===== config.mk =====
export PLATFORM = sky130hd
export DESIGN_NAME = resp_compactor
export DESIGN_NICKNAME = d
export VERILOG_FILES = /design/src/rtl/resp_compactor_pkg.sv /design/src/rtl/sig_lfsr_step.sv /design/src/rtl/resp_compactor.sv
export SDC_FILE = /design/constraint.sdc
export NUM_CORES = 1
export LEC_CHECK = 0
export BUFFER_PORTS_ARGS = -buffer_cell sky130_fd_sc_hd__buf_2
export CORE_ASPECT_RATIO = 0.8
export CORE_MARGIN = 4
export CORE_UTILIZATION = 42
export DETAILED_ROUTE_END_ITERATION = 8
export GPL_TIMING_DRIVEN = 0
export PLACE_DENSITY_LB_ADDON = 0.3
export RECOVER_POWER = 100
export SYNTH_ARGS = -nofsm -noshare
export SYNTH_HDL_FRONTEND = slang
export SYNTH_SLANG_ARGS = --single-unit

===== constraint.sdc =====
create_clock -name clk -period 2.1 [get_ports clk]
set_input_delay 0.42 -clock clk [delete_from_list [all_inputs] [get_ports clk]]
set_output_delay 0.42 -clock clk [all_outputs]
set_load 0.01 [all_outputs]

===== src/rtl/resp_compactor_pkg.sv =====
// Shared types and helpers for the response compactor.
package resp_compactor_pkg;

  typedef enum logic [1:0] {
    StIdle,
    StCollect,
    StCompare,
    StDone
  } state_e;

  localparam logic [15:0] DEFAULT_POLY = 16'h1021;

  // Beat counter must be able to hold COUNT itself, not just COUNT-1.
  function automatic int unsigned cnt_width(input int unsigned count);
    return (count < 1) ? 1 : $clog2(count + 1);
  endfunction

endpackage


===== src/rtl/sig_lfsr_step.sv =====
// One combinational step of the signature shift register: shift, fold in POLY on MSB carry-out,
// and XOR in the response word.
module sig_lfsr_step #(
  parameter int unsigned       RESP_W = 1,
  parameter int unsigned       SIG_W  = 16,
  parameter logic [SIG_W-1:0]  POLY   = SIG_W'(16'h1021)
) (
  input  logic [SIG_W-1:0]  sig_cur,
  input  logic [RESP_W-1:0] data,
  output logic [SIG_W-1:0]  sig_next
);

  always_comb begin
    sig_next = {sig_cur[SIG_W-2:0], 1'b0}
             ^ (sig_cur[SIG_W-1] ? POLY : '0)
             ^ SIG_W'(data);
  end

endmodule


===== src/rtl/resp_compactor.sv =====
// Response compactor: folds COUNT response beats into a signature and compares it to EXPECTED.
// Optional first-mismatch tracking is enabled by defining RESP_COMPACTOR_FIRST_FAIL_EN.
module resp_compactor
  import resp_compactor_pkg::*;
#(
  parameter int unsigned      RESP_W   = 1,
  parameter int unsigned      COUNT    = 8,
  parameter int unsigned      SIG_W    = 16,
  parameter logic [SIG_W-1:0] POLY     = SIG_W'(DEFAULT_POLY),
  parameter logic [SIG_W-1:0] SEED     = '0,
  parameter logic [SIG_W-1:0] EXPECTED = '0,
  localparam int unsigned     CNT_W    = cnt_width(COUNT),
  localparam int unsigned     IDX_W    = (COUNT > 1) ? $clog2(COUNT) : 1
) (
  input  logic              clk,
  input  logic              rst_n,
  input  logic              start,
  input  logic              in_valid,
  output logic              in_ready,
  input  logic [RESP_W-1:0] in_data,
  output logic              busy,
  output logic              done,
  output logic              pass,
`ifdef RESP_COMPACTOR_FIRST_FAIL_EN
  input  logic [RESP_W-1:0] exp_data,
  output logic              fail_seen,
  output logic [IDX_W-1:0]  fail_idx,
`endif
  output logic [SIG_W-1:0]  signature
);

  state_e             state_q, state_d;
  logic [CNT_W-1:0]   cnt_q, cnt_d;
  logic [SIG_W-1:0]   sig_q, sig_d;
  logic [SIG_W-1:0]   sig_step;
  logic               pass_q, pass_d;
  logic               start_run;
  logic               accept;
  logic               fail_block;

  sig_lfsr_step #(
    .RESP_W (RESP_W),
    .SIG_W  (SIG_W),
    .POLY   (POLY)
  ) u_step (
    .sig_cur  (sig_q),
    .data     (in_data),
    .sig_next (sig_step)
  );

  assign start_run = start && ((state_q == StIdle) || (state_q == StDone));
  assign accept    = in_valid && in_ready;

  always_comb begin
    state_d = state_q;
    cnt_d   = cnt_q;
    sig_d   = sig_q;
    pass_d  = pass_q;
    unique case (state_q)
      StIdle, StDone: begin
        if (start_run) begin
          state_d = StCollect;
          sig_d   = SEED;
          cnt_d   = '0;
          pass_d  = 1'b0;
        end
      end
      StCollect: begin
        if (in_valid) begin
          sig_d = sig_step;
          cnt_d = cnt_q + CNT_W'(1);
          if (cnt_q == CNT_W'(COUNT - 1)) state_d = StCompare;
        end
      end
      StCompare: begin
        pass_d  = (sig_q == EXPECTED) && !fail_block;
        state_d = StDone;
      end
      default: state_d = StIdle;
    endcase
  end

  always_ff @(posedge clk or negedge rst_n) begin
    if (!rst_n) begin
      state_q <= StIdle;
      cnt_q   <= '0;
      sig_q   <= SEED;
      pass_q  <= 1'b0;
    end else begin
      state_q <= state_d;
      cnt_q   <= cnt_d;
      sig_q   <= sig_d;
      pass_q  <= pass_d;
    end
  end

`ifdef RESP_COMPACTOR_FIRST_FAIL_EN
  logic             fail_seen_q, fail_seen_d;
  logic [IDX_W-1:0] fail_idx_q, fail_idx_d;

  // Only the first mismatching beat is recorded; later ones leave the index alone.
  always_comb begin
    fail_seen_d = fail_seen_q;
    fail_idx_d  = fail_idx_q;
    if (start_run) begin
      fail_seen_d = 1'b0;
      fail_idx_d  = '0;
    end else if (accept && !fail_seen_q && (in_data != exp_data)) begin
      fail_seen_d = 1'b1;
      fail_idx_d  = IDX_W'(cnt_q);
    end
  end

  always_ff @(posedge clk or negedge rst_n) begin
    if (!rst_n) begin
      fail_seen_q <= 1'b0;
      fail_idx_q  <= '0;
    end else begin
      fail_seen_q <= fail_seen_d;
      fail_idx_q  <= fail_idx_d;
    end
  end

  assign fail_seen  = fail_seen_q;
  assign fail_idx   = fail_idx_q;
  assign fail_block = fail_seen_q;
`else
  assign fail_block = 1'b0;
`endif

  assign in_ready  = (state_q == StCollect);
  assign busy      = (state_q == StCollect) || (state_q == StCompare);
  assign done      = (state_q == StDone);
  assign pass      = done && pass_q;
  assign signature = sig_q;

endmodule

== Yosys cells after proc, flatten, opt, wreduce, memory -nomap -nowiden ==
Cells that the tools add are included.

* Register bits after elaboration: 23
* Latch bits: 0
* Memory bits (writable): 0
* Bits in read-only memories: 0
* Input port bits: 5
* Output and inout bits: 20
* Word-level logic and storage cells: 39
* Memories: 0

* Add/sub/neg operators: 1
* Multipliers: 0
* Divide/modulo/power cells: 0
* $lt $le $gt $ge: 0
* Eq/ne operators: 7
* Shift-type cells: 0
* Muxes and demuxes: 13
* Bitwise gates (word level): 2
* Reductions and logical operators: 12

{| class="wikitable"
|+ Operator list
! operator !! number
|-
| two-way mux 16 bit || 2
|-
| case mux 16 bit (2 select lines) || 1
|-
| logical NOT 16 bit || 1
|-
| bitwise XOR 16 x 1 -> 16 bit || 1
|-
| bitwise XOR 16 bit || 1
|-
| two-way mux 13 bit || 1
|-
| two-way mux 4 bit || 2
|-
| case mux 4 bit (2 select lines) || 1
|-
| two-way mux 2 bit || 3
|-
| case mux 2 bit (3 select lines) || 1
|-
| AND reduction 3 bit || 2
|-
| adder 4 x 1 -> 4 bit, second input constant || 1
|-
| == test 2 bit, second input constant || 2
|-
| == test 4 x 3 -> 1 bit, second input constant || 1
|-
| inequality test 2 bit, second input constant || 2
|-
| nonzero test 2 bit || 2
|-
| == test 2 x 1 -> 1 bit, second input constant || 1
|-
| logical AND 1 bit || 2
|-
| logical NOT 2 bit || 1
|-
| logical OR 1 bit || 2
|-
| inequality test 2 x 1 -> 1 bit, second input constant || 1
|-
| case mux 1 bit (2 select lines) || 1
|-
| AND reduction 2 bit || 1
|-
| OR reduction 2 bit || 1
|-
| two-way mux 1 bit || 1
|}

== Depth between registers and ports, before layout ==
* Depth in word-level cells: 5
* Gate-level depth with buffers: 8
* Mapped depth without buffers: 6

== Hierarchy ==
A second synthesis with hierarchy kept.

* Cells, all modules: 99
* Area, all modules: 1,179.9 um^2

{| class="wikitable"
|+ Modules (own cells, without submodules)
! module !! times used !! cells an instance !! area an instance (um^2) !! seq. area each (um^2)
|-
| resp_compactor || 1 || 83 || 1,056.0 || 575.6
|-
| sig_lfsr_step || 1 || 16 || 123.9 || 0.0
|}

== Worst setup path before layout ==
OpenSTA, ideal clock, no wires.

* Path type: register to register
* Start point: register state_q[0]
* End point: register sig_q[1] (netlist: signature[1])
* Library setup time: 0.121 ns
* Arrival time: 1.561 ns
* Data required time: 1.979 ns
* Setup slack: 0.418 ns
* Cell stages (with the launch flop): 8
* Path buffers: 2
* Period minus slack after synthesis: 1.682 ns
* Cells stage by stage: dfrtp_1 > inv_1 > ha_1 > buf_6 > mux2i_2 > a21o_1 > buf_6 > a22o_1

* Cells in the longest elaborated chain, start to end: 5
* Elaborated cells between the ends (all ways): 11
* Classes of those cells: eq/ne (4); mux (1); reduce/logical (6)

{| class="wikitable"
|+ Ends and longest elaborated chain
! what !! line !! text
|-
| start: declaration || resp_compactor.sv:32 || <nowiki>state_e state_q, state_d;</nowiki>
|-
| start signal: assignment || resp_compactor.sv:85 || <nowiki>state_q <= StIdle;</nowiki>
|-
| start signal: assignment || resp_compactor.sv:90 || <nowiki>state_q <= state_d;</nowiki>
|-
| == test 2 bit / logical NOT 2 bit (equally long branches) || resp_compactor.sv:51, resp_compactor.sv:59 ||
|-
| logical OR 1 bit || resp_compactor.sv:51 || <nowiki>assign start_run = start && ((state_q == StIdle) || (state_q == StDone));</nowiki>
|-
| logical AND 1 bit || resp_compactor.sv:51 ||
|-
| inequality test 2 bit (no line) || n/a ||
|-
| AND reduction 3 bit (no line) || n/a ||
|-
| end signal: assignment || resp_compactor.sv:92 || <nowiki>sig_q <= sig_d;</nowiki>
|-
| end: declaration || resp_compactor.sv:34 || <nowiki>logic [SIG_W-1:0] sig_q, sig_d;</nowiki>
|}

Parallel ways exist; a longest one is shown, timed or not.
A chain may end at the register's enable or synchronous reset.

== Worst setup path in the final report ==
Same ends and word-level chain as after synthesis.

==> metrics.md <==
| Metric | Value |
|---|---|
| Core area | 2500 µm² |
| Worst R2R Setup Slack | 0.23 ns |
| Worst min path class | input port to asynchronous set/reset pin |
| Place WS | 0.319 ns |
| All-layer global routing usage | 0.129 |
| Critical path's slowest cell | dfrtp_1 |
| Buf/Inv on CP | 3 |
| Max Root-Sink Buffers | 2 |
| Non-filler cells, final | 155 |
| Seq pwr share | 0.399 |
| Seq cells post-synth | 23 |
| Slew margin rel. | 0.169 |
| Antenna Cells | 0 |
| Final number of hold-violating endpoints | 0 |
| Total power | 1390 µW |
| CP Capture Type | flip-flop |
| Tcrit/Tclk final | 0.889 |
| # rows | 16 |
| Vias in the first global route | 727 |
| Worst VDD drop | 693 µV |
| Final ANT Viol Nets | 0 |
| 1st-pass router iterations | 3 |
| Int Pwr | 831 µW |
| R2R cell count | 7 |
| Reg2reg end | signature[1]$_DFFE_PN0P_ |
| Max-cap violations | 0 |
| Most frequent cells in the layout | dfrtp_1 (23), clkbuf_1 (21), a22o_1 (14), nand2_1 (6) |
| Setup_tns | 0 ns |
| EDFF count, synth | 0 |
| Post-CTS Setup Repair Bufs | 0 |
| Routed len/inst | 13.5 µm |
| Critical path startpoint category | flip-flop |
| Pins over their slew limit | 0 |
| Vias | 783 |
| Post-Syn Area per Cell | 12.3 µm² |
| Hold_buf cts | 0 |
| H-tree levels | 1 |
| Status | finished, final reports clean |
| Final Routed Wirelength | 2100 µm |
| Drt drc | 0 |
| Psw | 556 µW |
| Global-route wire length before repair | 3400 µm |
| Util after Layout | 0.507 |
| Num CTS Buffers | 3 |
| DP Cell Count | 151 |
| Cells after Synth | 91 |
| Synth Flop Type | dfrtp_1 |
| HPWL Detailed | 1580 µm |
| Commonest non-fill, non-tap cell in the layout | dfrtp_1 |
| Die height | 54.2 µm |
| Root Driver | clkbuf_4 |
| DR iter-0 viols | 20 |
| Synth warn | 0 |
| Vias per cell | 5.05 |
| Layout Skew | 0.00539 ns |
| CP most frequent cell | buf_6 |
| Port-buffer cells | 24 |
| Starting Density | 0.448 |
| Sequential area share after synthesis | 0.513 |
| Switching Share | 0.401 |
| Post-CTS sizing | 0 |
| Clk slew on worst S/H paths | 0.12 ns |
| Power Density | 1090 nW/µm² |
| Final net count | 130 |
| Final WS setup | 0.233 ns |
| CP cell instances | inv_1, ha_1, buf_6, and2b_1, nor3_2, buf_6, a22o_1 |
| # IOs | 25 |
| Crit-path max cell delay | 0.44 ns |
| Die ar. | 3570 µm² |
| Leakage power | 0.000588 µW |
| Synth-to-Final Area Change | 12.9% |
| # clock sinks | 23 |
| Crit-path leading delay family | simple AND/OR/NAND/NOR gates |
| TritonCTS clock tree | done |
| CP Max Fanout | 10 |
| Worst skew pair latency | 0.31 ns |
| Die W | 65.8 µm |
| Antenna violations before repair | 0 |
| Clock Power Share | 0.144 |
| Fmax | 0.536 GHz |
| Required @ worst endpoint | 2.35 ns |
| Async SR Flop Fraction | 1.00 |
| GR Overflow Total | 0 |
| CP Class | flip-flop to flip-flop |
| Netlist cell types | 33 |
| Gate power share | 0.458 |
| Cell area after synthesis | 1120 µm² |
| Global placer's final weighted congestion | 0.736 |
| Unrepaired setup endpoints after global routing | no |
| Measured slew at the worst slew-check pin | 1.25 ns |
| WP data arrival | 2.12 ns |
| Syn_nets | 101 |
| Fraction of layout cells with a size suffix above 1 | 0.160 |
| Largest net degree at the start of global routing | 24 |
| Fin crit period | 1.87 ns |
| # setup viols final | 0 |
| RR Startpoint | state_q[0]$_DFFE_PN0P_ |
worst reg2reg max path, delay by kind of cell, from the launching register on:
family          cells  cell delay, ns
compound gates      1            0.13
simple gates        2            0.53
buf+inv             3            0.41
fa+ha+maj           1            0.30
flops               1            0.44
logic make-up after synthesis:
| logic type | Yosys count | share of synthesized area |
|---|---|---|
| adder cells (fa/ha/maj) | 5 | 0.0557 |
| AO/OA/AOI/OAI | 27 | 0.204 |
| buffers and inverters | 11 | 0.0647 |
| flip-flops | 23 | 0.513 |
| multiplexers | 3 | 0.0312 |
| XOR/XNOR | 4 | 0.0312 |
| AND/OR/NAND/NOR | 18 | 0.100 |
synth_stat cells, drive strengths merged (2+ instances only):
master   n  area, µm²
ha       5       62.6
dfrtp   23        576
o31ai    4       45.1
xnor2    4       35.0
mux2i    2       23.8
buf      4       45.0
o21ai    3       15.0
nor3     4       36.3
inv      6       22.5
nand2    6       22.5
a22o    14        123
worst max-delay path by stage:
stage,slack (ns),from,end,cells past startpoint
after global placement,0.35,state_q[0]$_DFFE_PN0P_,cnt_q[1]$_DFFE_PN0P_,7
final,0.23,state_q[0]$_DFFE_PN0P_,signature[1]$_DFFE_PN0P_,7
after global routing,0.1,state_q[0]$_DFFE_PN0P_,cnt_q[1]$_DFFE_PN0P_,7
after CTS,0.24,state_q[0]$_DFFE_PN0P_,busy,5
after detailed placement,0.32,state_q[0]$_DFFE_PN0P_,signature[15]$_DFFE_PN0P_,7
after floorplan,0.42,state_q[0]$_DFFE_PN0P_,signature[1]$_DFFE_PN0P_,7
through the flow:
step / instance area (µm²) / hold slack [ns]
after global routing: 1270 / 0.346
after global placement: 1290 / 0.422
after floorplan: 1120 / 0.124
after CTS: 1320 / 0.0787
after detailed placement: 1290 / 0.426
final: 1270 / 0.345
routing by layer:
layer / global-route usage / vias to the layer above / wire length [µm]
li1: - / 391 / -
met1: 0.179 / 376 / 1040
met2: 0.196 / 14 / 925
met3: 0.0472 / 2 / 127
met4: 0.0207 / 0 / 8
met5: 0 / - / 0
layout make-up:
cell class	instances	area, µm²
multi-input cells	57	459
inverters	6	22.5
clock buffers	3	22.5
repair buffers	24	93.8
plain buffers	5	43.8
clock inverters	1	5.00
flip-flops and latches	23	576
well taps	36	45.0
fillers	251	1230
sequential cells by signal (all words and copies together), names as in the netlist:
signal / flops
cnt_q: 4
pass_q: 1
signature: 16
state_q: 2
power by group through the flow:
| stage | registers [µW] | logic (µW) | clock network [µW] |
|---|---|---|---|
| floorplan | 556 | 549 | 0 |
| global placement | 559 | 701 | 0 |
| detailed placement | 563 | 704 | 0 |
| CTS | 554 | 711 | 210 |
| global route | 566 | 713 | 227 |
| finish | 553 | 635 | 199 |
Power figures use the tool's default switching activity.
